File: config.mk
export PLATFORM = sky130hd
export DESIGN_NAME = mul_div_unit
export DESIGN_NICKNAME = d
export VERILOG_FILES = /design/src/rtl/mul_div_unit.sv
export SDC_FILE = /design/constraint.sdc
export NUM_CORES = 1
export LEC_CHECK = 0
export ABC_AREA = 1
export BUFFER_PORTS_ARGS = -buffer_cell sky130_fd_sc_hd__buf_4
export CAP_MARGIN = 15
export CORE_MARGIN = 1
export CORE_UTILIZATION = 40
export DETAILED_ROUTE_END_ITERATION = 8
export SLEW_MARGIN = 20
export SYNTH_ARGS = -nofsm -noshare
export SYNTH_HDL_FRONTEND = slang
export SYNTH_SLANG_ARGS = --single-unit
File: constraint.sdc
create_clock -name i_clock -period 7.2 [get_ports i_clock]
set_clock_uncertainty 0.1 [all_clocks]
set_input_delay 0.36 -clock i_clock [delete_from_list [all_inputs] [get_ports i_clock]]
set_output_delay 0.36 -clock i_clock [all_outputs]
set_load 0.01 [all_outputs]
File: src/rtl/mul_div_unit.sv
// mul_div_unit: iterative MULT/MULTU/DIV/DIVU into HI/LO with MTHI/MTLO moves and busy/done handshake.
module mul_div_unit #(
  parameter int DATA_WIDTH = 32
) (
  input  logic                  i_clock,
  input  logic                  i_reset,
  input  logic                  i_start,
  input  logic [1:0]            i_op,
  input  logic [DATA_WIDTH-1:0] i_opA,
  input  logic [DATA_WIDTH-1:0] i_opB,
  input  logic                  i_mthi,
  input  logic                  i_mtlo,
  input  logic [DATA_WIDTH-1:0] i_wdata,
  output logic [DATA_WIDTH-1:0] o_hi,
  output logic [DATA_WIDTH-1:0] o_lo,
  output logic                  o_busy,
  output logic                  o_done,
  output logic                  o_divzero
);
  localparam int W = DATA_WIDTH;
  localparam int CW = $clog2(W);
  localparam logic [CW-1:0] LAST = CW'(W - 1);
  typedef enum logic [1:0] {IDLE, RUN, FIX} state_t;
  state_t state_q, state_d;
  logic div_q, div_d, sgn_q, sgn_d, sa_q, sa_d, sb_q, sb_d, dz_q, dz_d;
  logic busy_q, busy_d, done_q, done_d, divzero_q, divzero_d;
  logic [CW-1:0] cnt_q, cnt_d;
  logic [W-1:0] opnd_q, opnd_d, hi_q, hi_d, lo_q, lo_d;
  logic [2*W-1:0] acc_q, acc_d;
  logic [W:0] rem_q, rem_d;
  logic [W-1:0] abs_a, abs_b;
  logic [W:0] mul_sum;
  logic [W+1:0] div_sh;
  logic div_ge, start_dz;
  logic [2*W-1:0] prod;
  always_comb begin
    abs_a = (!i_op[0] && i_opA[W-1]) ? -i_opA : i_opA;
    abs_b = (!i_op[0] && i_opB[W-1]) ? -i_opB : i_opB;
    start_dz = i_op[1] && (i_opB == '0);
    mul_sum = {1'b0, acc_q[2*W-1:W]} + (acc_q[0] ? {1'b0, opnd_q} : '0);
    // dividend bits shift out of the low half of acc into the partial remainder
    div_sh = {rem_q, acc_q[W-1]};
    div_ge = div_sh >= (W+2)'(opnd_q);
    prod = (sgn_q && (sa_q ^ sb_q)) ? -acc_q : acc_q;
    state_d = state_q;
    div_d = div_q;
    sgn_d = sgn_q;
    sa_d = sa_q;
    sb_d = sb_q;
    dz_d = dz_q;
    cnt_d = cnt_q;
    opnd_d = opnd_q;
    acc_d = acc_q;
    rem_d = rem_q;
    hi_d = hi_q;
    lo_d = lo_q;
    done_d = 1'b0;
    divzero_d = 1'b0;
    if (state_q == IDLE) begin
      if (i_start) begin
        div_d = i_op[1];
        sgn_d = !i_op[0];
        sa_d = !i_op[0] && i_opA[W-1];
        sb_d = !i_op[0] && i_opB[W-1];
        dz_d = start_dz;
        cnt_d = '0;
        opnd_d = i_op[1] ? abs_b : abs_a;
        acc_d = {{W{1'b0}}, i_op[1] ? abs_a : abs_b};
        rem_d = '0;
        state_d = start_dz ? FIX : RUN;
      end else begin
        hi_d = i_mthi ? i_wdata : hi_q;
        lo_d = i_mtlo ? i_wdata : lo_q;
      end
    end else if (state_q == RUN) begin
      rem_d = div_q ? (div_ge ? (W+1)'(div_sh - (W+2)'(opnd_q)) : div_sh[W:0]) : rem_q;
      acc_d = div_q ? {acc_q[2*W-1:W], acc_q[W-2:0], div_ge} : {mul_sum, acc_q[W-1:1]};
      cnt_d = cnt_q + 1'b1;
      state_d = (cnt_q == LAST) ? FIX : RUN;
    end else begin
      state_d = IDLE;
      done_d = 1'b1;
      divzero_d = dz_q;
      if (!dz_q) begin
        hi_d = div_q ? ((sgn_q && sa_q) ? -rem_q[W-1:0] : rem_q[W-1:0]) : prod[2*W-1:W];
        lo_d = div_q ? ((sgn_q && (sa_q ^ sb_q)) ? -acc_q[W-1:0] : acc_q[W-1:0]) : prod[W-1:0];
      end
    end
    busy_d = state_d != IDLE;
  end
  always_ff @(posedge i_clock or posedge i_reset) begin
    if (i_reset) begin
      state_q <= IDLE;
      div_q <= 1'b0;
      sgn_q <= 1'b0;
      sa_q <= 1'b0;
      sb_q <= 1'b0;
      dz_q <= 1'b0;
      cnt_q <= '0;
      opnd_q <= '0;
      acc_q <= '0;
      rem_q <= '0;
      hi_q <= '0;
      lo_q <= '0;
      busy_q <= 1'b0;
      done_q <= 1'b0;
      divzero_q <= 1'b0;
    end else begin
      state_q <= state_d;
      div_q <= div_d;
      sgn_q <= sgn_d;
      sa_q <= sa_d;
      sb_q <= sb_d;
      dz_q <= dz_d;
      cnt_q <= cnt_d;
      opnd_q <= opnd_d;
      acc_q <= acc_d;
      rem_q <= rem_d;
      hi_q <= hi_d;
      lo_q <= lo_d;
      busy_q <= busy_d;
      done_q <= done_d;
      divzero_q <= divzero_d;
    end
  end
  assign o_hi = hi_q;
  assign o_lo = lo_q;
  assign o_busy = busy_q;
  assign o_done = done_q;
  assign o_divzero = divzero_q;
endmodule

==> results of run 1 <==
cells by family (layout without fill, tap and decap cells):
logic type | count (synthesis) | in the layout | synth area share
AOI/OAI and AO/OA | 523 | 523 | 0.163
other | 0 | 2 | 0
adders and majority gates | 72 | 72 | 0.0470
xor gates and xnor gates | 54 | 54 | 0.0243
DFF | 208 | 208 | 0.267
and+or+nand+nor | 1783 | 1783 | 0.394
buffers and inverters | 501 | 631 | 0.104
power groups by stage:
stage               clock network [mW]  registers (mW)  logic, mW
floorplan                            0            2.27       5.30
global placement                     0            2.55       7.81
detailed placement                   0            2.55       7.83
CTS                               1.48            2.53       7.87
global route                      1.52            2.61       8.80
finish                            1.47            2.57       8.00
how the worst max path moves through the flow:
stage                           to  slack [ps]        from
after floorplan           acc_q[0]        1060     i_reset
after global routing       o_hi[4]        3320  state_q[1]
after global placement    o_hi[17]        3150  state_q[1]
after CTS                 o_hi[15]        3550  state_q[1]
after detailed placement  o_hi[15]        3550  state_q[1]
final                     o_hi[15]        3540  state_q[1]
metal layers:
layer	wire length [um]	up-vias
met5	38	-
met1	38800	10400
met2	38500	940
met3	5880	158
li1	-	10600
met4	5450	2
worst reg2reg max path, delay by kind of cell (launching register included):
| family | cells | cell delay [ps] |
|---|---|---|
| flops | 1 | 500 |
| simple gates | 5 | 1300 |
| compound gates | 1 | 50 |
| buf+inv | 3 | 1570 |
layout make-up:
| type | count | area share |
|---|---|---|
| multi-input combinational | 2432 | 0.554 |
| clock inverter | 11 | 0.00860 |
| clock buffer | 33 | 0.0334 |
| tap | 615 | 0.0348 |
| inverter | 392 | 0.0668 |
| sequential | 208 | 0.235 |
| timing repair buffer | 195 | 0.0671 |
| antenna | 2 | 0.000226 |
state kept, by name (all words and copies together), names as in the netlist:
signal and cells:
rem_q 33, o_divzero 1, cnt_q 5, sb_q 1
state_q 2, sa_q 1, sgn_q 1, opnd_q 32
o_done 1, dz_q 1, div_q 1, o_hi 32
acc_q 64, o_busy 1, o_lo 32
synthesized netlist by cell type, types with 19 or more instances:
library cell,n,area (um2)
ha_1,70,876
a21oi_1,158,791
xor2_1,38,333
nand4_1,46,288
nand2_1,917,3440
o21ai_0,162,811
clkbuf_1,42,158
a221oi_1,32,280
dfrtp_1,208,5200
buf_2,48,240
nand3b_1,19,143
nor2_1,329,1230
nor3_1,31,155
nand3_1,377,1890
inv_1,377,1420
a22oi_1,26,195
o211ai_1,22,165
repair_timing:
action	4_1_cts	5_1_grt
hold endpoints to repair	97	0
hold buffers	8	0
setup buffers	0	0
==> summary by stage, run 1 <==
Detailed routing
The detail-routed net length per standard cell is 22.8 um. For this block, the routed nets add up to 88700 um of wire. The via count is 22.1k. The final routed DRC violation total is 0. The first TritonRoute pass finished after 5 iterations. The remaining antenna violation count after routing is 0.

The violation count after the first detailed-routing iteration is 2384. In the routed layout, each cell is associated on average with a via count of 5.70.

Timing
The transition time of the tightest slew-check pin is 1180 ps. The final setup violation count is 0. The max-slew violation count is 0. The count of final hold-check violations is 0. In the finished design, the share of the clock period the worst path needs comes to 0.508. Across all hold checks on the routed design, the worst slack comes to 5.10 ps. The post-route worst setup slack is 3540 ps. The peak clock frequency supported by timing is 273 MHz. The clock period minus worst slack is 3660 ps. The final sum of negative setup slack is 0 ps. Setup repair after global routing left no endpoint under its margin. The relative slew slack is 0.202.

Cells and area
The fill cell instance count of the final layout is 5147. Excluding fillers, the count of instances in the completed layout stands at 3888. The library cells used most frequently in the layout, excluding fill and tap cells, are nand2_1, nand3_1, inv_1, nor2_1, dfrtp_1.

The end-of-flow core utilization is 0.462. The number of nets in the layout is 3431. The cell area after layout is 22100 um2. The library cell used most frequently in the layout, excluding fill and tap cells, is nand2_1.

The area added between synthesis and finish is 13.7%. Registers take 5200 um2. Of the cells placed in the final design, the portion with a size suffix greater than 1 is 0.0942. The multi-input combinational cells in the finished layout cover a total of 12300 um2.

Power and ir drop
Cell internal power was estimated by the tool at 5.23 mW. VDD sags by at most 0.000207 V. Power spread over the standard cell area amounts to 544 nW/um2.

The share of total power dissipated in sequential elements is 0.213. After layout, the design draws a total of 12.0 mW. Of the total power, the share spent switching nets is 0.566. The switching power is 6.81 mW. Of the total power, the clock network draws 0.122. Of the total power, combinational logic draws 0.664. Summed over all cells, the static leakage comes to 11.1 nW.

Worst hold path
The worst hold endpoint is o_lo[1]. The hold-critical path depth is 3. The startpoint identified for the worst hold timing path is i_wdata[1]. The tightest min-delay check is of the primary input to flop type.

GRT
Entering global routing, the biggest net connects 93 pins. For this run, global-route usage on met2 was measured as 0.546. In the global route stage, overall resource usage came out at 0.353. The first global-routing pass estimated 132000 um of wire.

The met3 usage is 0.0395. The layer with the highest usage after global routing is met2. The met1 routing resource usage after global routing is 0.482.

The initial antenna violation count is 2. The total global routing overflow is 0. The via count of the first global-routing pass is 20.7k.

Logic synthesis
The post-synthesis sequential element count is 208. Of the synthesized area, sequential elements account for 0.267. The cell count after synthesis is 3141. The post-synth net total is 3316. In this run, synthesis inferred 0 flip-flops with an integrated enable. The Yosys step of the flow raised 0 warnings. The most used flip-flop cell after synthesis is dfrtp_1. The synthesized netlist occupies a cell area of 19500 um2. The number of distinct library cell variants in the gate-level netlist after synthesis is 56. The proportion of register bits with asynchronous set or reset after synthesis is 1.00. The post-synthesis area per instance is 6.20 um2.

Outcome
The flow ran to the end, and the final reports show no timing, DRC or antenna violations.

Setup path
The data required time of the critical path is 7510 ps. The worst path buffer plus inverter count is 3. The launching point of the worst reg2reg path is state_q[1]. The critical path capture point type is a flop. Of all nets on the critical path, the largest fanout is 38. The kind of start point of the critical path is a flop. Traced cell by cell, the critical path runs through nor2_4 > buf_4 > nand2_4 > inv_2 > nor2_1 > nand2_2 > inv_2 > nor2_1 > a31oi_1. The largest stage delay on the critical path is 660 ps. The depth of the worst register-to-register path is 9. The setup slack on the worst flop-to-flop path is 3540 ps. The critical path arrival is 3970 ps. The path length in cells of the critical path is 9. The type of the worst setup path is flop to flop. For this design, the slowest cell found on the critical path is inv_2.

The terminus of the critical flop-to-flop path is o_hi[15]. Grouping stages by cell kind, the critical path spends the most delay in buffers and inverters.

Clock network
The TritonCTS clock tree is yes. The clock passes through at most 3 buffers. Clock tree synthesis found a total of 208 sinks. The number of clock buffers added by TritonCTS is 27. In this run the number of H-tree levels came out at 1.

Once the clock tree was built, the resizer swapped 0 gates to a different size. The clock reaches the later pin of the worst-skew pair after 570 ps. After clock tree synthesis, the clock-pin slew on the worst setup and hold paths is 60 ps. The root buffer cell chosen for the clock tree is clkbuf_16.

Place
The number of placed instances, taps included, is 3834. The instance area at placement is 21100 um2. The count of buffers added on input and output ports is 169. At the placement stage, the worst setup path has a slack of 3550 ps.

The global placement routability congestion is 1.01. After legalization and detailed placement, the total HPWL measured 72100 um.

Floorplanning
The die outline area is 49600 um2. The floorplan step set the die height to 223 um. For this configuration, the core starts out at a cell density of 0.407. The top-level port count is 170. The standard-cell row count is 80. The placeable core region is 47800 um2.

The horizontal die dimension is 223 um.

Run
Max-cap violations in this run came to 0.
(Power assumes the default switching activity.)
==> inputs of run 2 (changes only) <==
clock period = 3.25 ns   (was 7.2 ns; I/O delays follow)
==> summary by stage, run 2 (synthesis gave the netlist of run 1 again) <==
Run
Max-cap violations in this run came to 0.

Floorplanning
The initial utilization of the core area, before any placement, comes to 0.407. The die outline area is 49600 um2. The floorplan step defined a core boundary enclosing 47800 um2. The top-level port count is 170.

The horizontal die dimension is 223 um. The initialized floorplan defines 80 standard-cell rows. In this run the vertical extent of the chip is 223 um.

Cells and area
The area added between synthesis and finish is 19.2%. After routing the design area is 23200 um2. The final non-filler cell total is 4004. Leaving out fill and tap cells, the most frequent cell in the layout is nand2_1. The end-of-flow core utilization is 0.485. The largest registers in the layout are acc_q: 64 flops, rem_q: 33 flops. Of the cells placed in the final design, the portion with a size suffix greater than 1 is 0.102. The number of nets in the layout is 3542. In the layout the commonest cells are nand2_1, nand3_1, inv_1, nor2_1, buf_4. The flip-flop count of the largest register after layout is 64. More flip-flops sit in one register than any other, and that register is acc_q.

Clock network
The count of H-tree levels built during CTS is 1. TritonCTS created 27 clock buffers. The clock slew at the register clock pins of the worst setup and hold paths is 60 ps. The number of hold-repair buffers added at the cts stage is 81. The TritonCTS clock tree is yes. The number of clock sinks seen by CTS is 208. The clock latency reported for the late side of the worst-skew pair is 600 ps. The number of gates resized after CTS was 0.

The root buffer selected by CTS is clkbuf_16. The clock passes through at most 3 buffers. The number of setup buffers added after CTS is 0.

Timing
Setup slack closes at 340 ps. The peak clock frequency supported by timing is 344 MHz. Setup violations remaining at the end of the flow were counted as 0. Setup repair after global routing left no endpoint under its margin. Of the available clock period, the critical path in the final layout requires 0.895. For the pin with the worst max-slew slack, the measured transition is 1220 ps.

The count of final hold-check violations is 0. The smallest clock period supported by the final layout is computed as 2910 ps. The max-slew violation count was 0. Summed over all failing endpoints, the final setup total negative slack is 0 ps. The worst hold-check slack is 15.0 ps. The relative slew slack is 0.181.

Place
The global placement routability congestion is 1.02. Port buffering added 169 buffers. The number of placed instances, taps included, is 3872. Summing all placed instances gives a cell area of 21500 um2. Prior to clock tree synthesis, the placed netlist has a worst setup slack of 420 ps.

The placed wire-length estimate is 74900 um.

Outcome
The flow ran to the end, and the final reports show no timing, DRC or antenna violations.

GRT
The initial antenna violation count came to 1. The pin count of the biggest net entering global routing is 95. The first global-routing pass estimated 137000 um of wire. The global-route usage over all layers is 0.368. The via count of the first global-routing pass came to 21.7k. After global routing the overflow that remains totals 0.

Detailed routing
The detailed-route vias per instance is 5.70. In the final routed layout, each cell accounts on average for 23.0 um. The via count is 22.8k. The number of optimization iterations in the first detailed-route pass is 6. The final routed DRC violation total is 0. The detail route stage leaves a number of antenna-violating nets equal to 0. The detailed-route wire length is 92100 um. In this run, the number of DRC markers left after iteration 0 of detailed routing was 2410.

Setup path
The critical path arrival is 3270 ps. The data required time of the critical path is 3610 ps. The terminus of the critical flop-to-flop path is rem_q[7]. The type of the worst setup path is flop to flop. The critical path capture point type is a flop. The launching point of the worst reg2reg path is acc_q[31]. For the worst flop-to-flop path, the logic depth is 17. The setup slack on the worst flop-to-flop path is 340 ps.

The kind of start point of the critical path is a flop. The maximum net fanout on the critical path is 19.

Power and ir drop
Dividing total power by cell area gives a power density of 1180 nW/um2. The static leakage power is 11.7 nW. The power consumption is 27.3 mW.

The worst-case vdd ir drop is 0.000567 V.

Worst hold path
The start point of the worst hold path is i_opB[9]. The worst hold path was traced through 4 stages. The worst min-delay path class is primary input to flop.

The worst hold endpoint is opnd_q[9].
==> run 2: cell count changes in the layout (fill, tap and decap cells not counted), moves of 2 or more <==
| cell | before | now |
|---|---|---|
| clkbuf_1 | 2 | 7 |
| clkinv_2 | 3 | 5 |
| bufinv_16 | 5 | 3 |
| buf_4 | 187 | 219 |
| clkinv_4 | 2 | 0 |
| buf_12 | 0 | 6 |
| dlygate4sd3_1 | 8 | 81 |
==> run 2: power by group <==
| group | internal, mW | switching [mW] |
|---|---|---|
| Combinational | 6.16 | 12.3 |
| Clock | 1.89 | 1.30 |
| Sequential | 3.90 | 1.77 |
==> run 2: area by class of cell <==
| type | count | area [um2] |
|---|---|---|
| flip-flops and latches | 208 | 5200 |
| clock inverters | 11 | 151 |
| inverters | 392 | 1480 |
| multi-input cells | 2432 | 12300 |
| well taps | 615 | 769 |
| repair buffers | 306 | 2570 |
| diodes | 1 | 2.50 |
| fillers | 5035 | 24600 |
| clock buffers | 39 | 771 |
==> run 2: worst max-delay path by stage <==
stage                     startpoint   endpoint  slack, ps  depth (start not counted)
after CTS                  acc_q[31]   rem_q[4]        370                         17
after global routing       acc_q[31]  rem_q[11]        140                         17
final                      acc_q[31]   rem_q[7]        340                         17
after global placement    opnd_q[23]   rem_q[2]        400                         12
after detailed placement   acc_q[31]   rem_q[1]        420                         17
after floorplan              i_reset   acc_q[0]        290                          1
==> run 2: worst max-delay path, cell delays in order, from the launching register on <==
cell     delay [ps]
dfrtp_1         450
inv_1           110
ha_1            140
inv_1            70
fa_1            410
nand3_1         110
nand2_2         120
nand2_1         100
nand2_2          60
nand2_2          90
nand2_2          90
nand3_2          90
nand3_2         100
nand2_4         180
buf_4           270
nand3_1         120
nand3_1         100
nand2_1          50
==> run 2: routing by layer <==
layer  global-route usage  vias up  part of all wire
li1                     -    10800                 -
met1                0.482    10800              0.42
met2                0.577      966              0.44
met3               0.0499      197             0.066
met4                0.219        0             0.069
met5                    0        -                 0
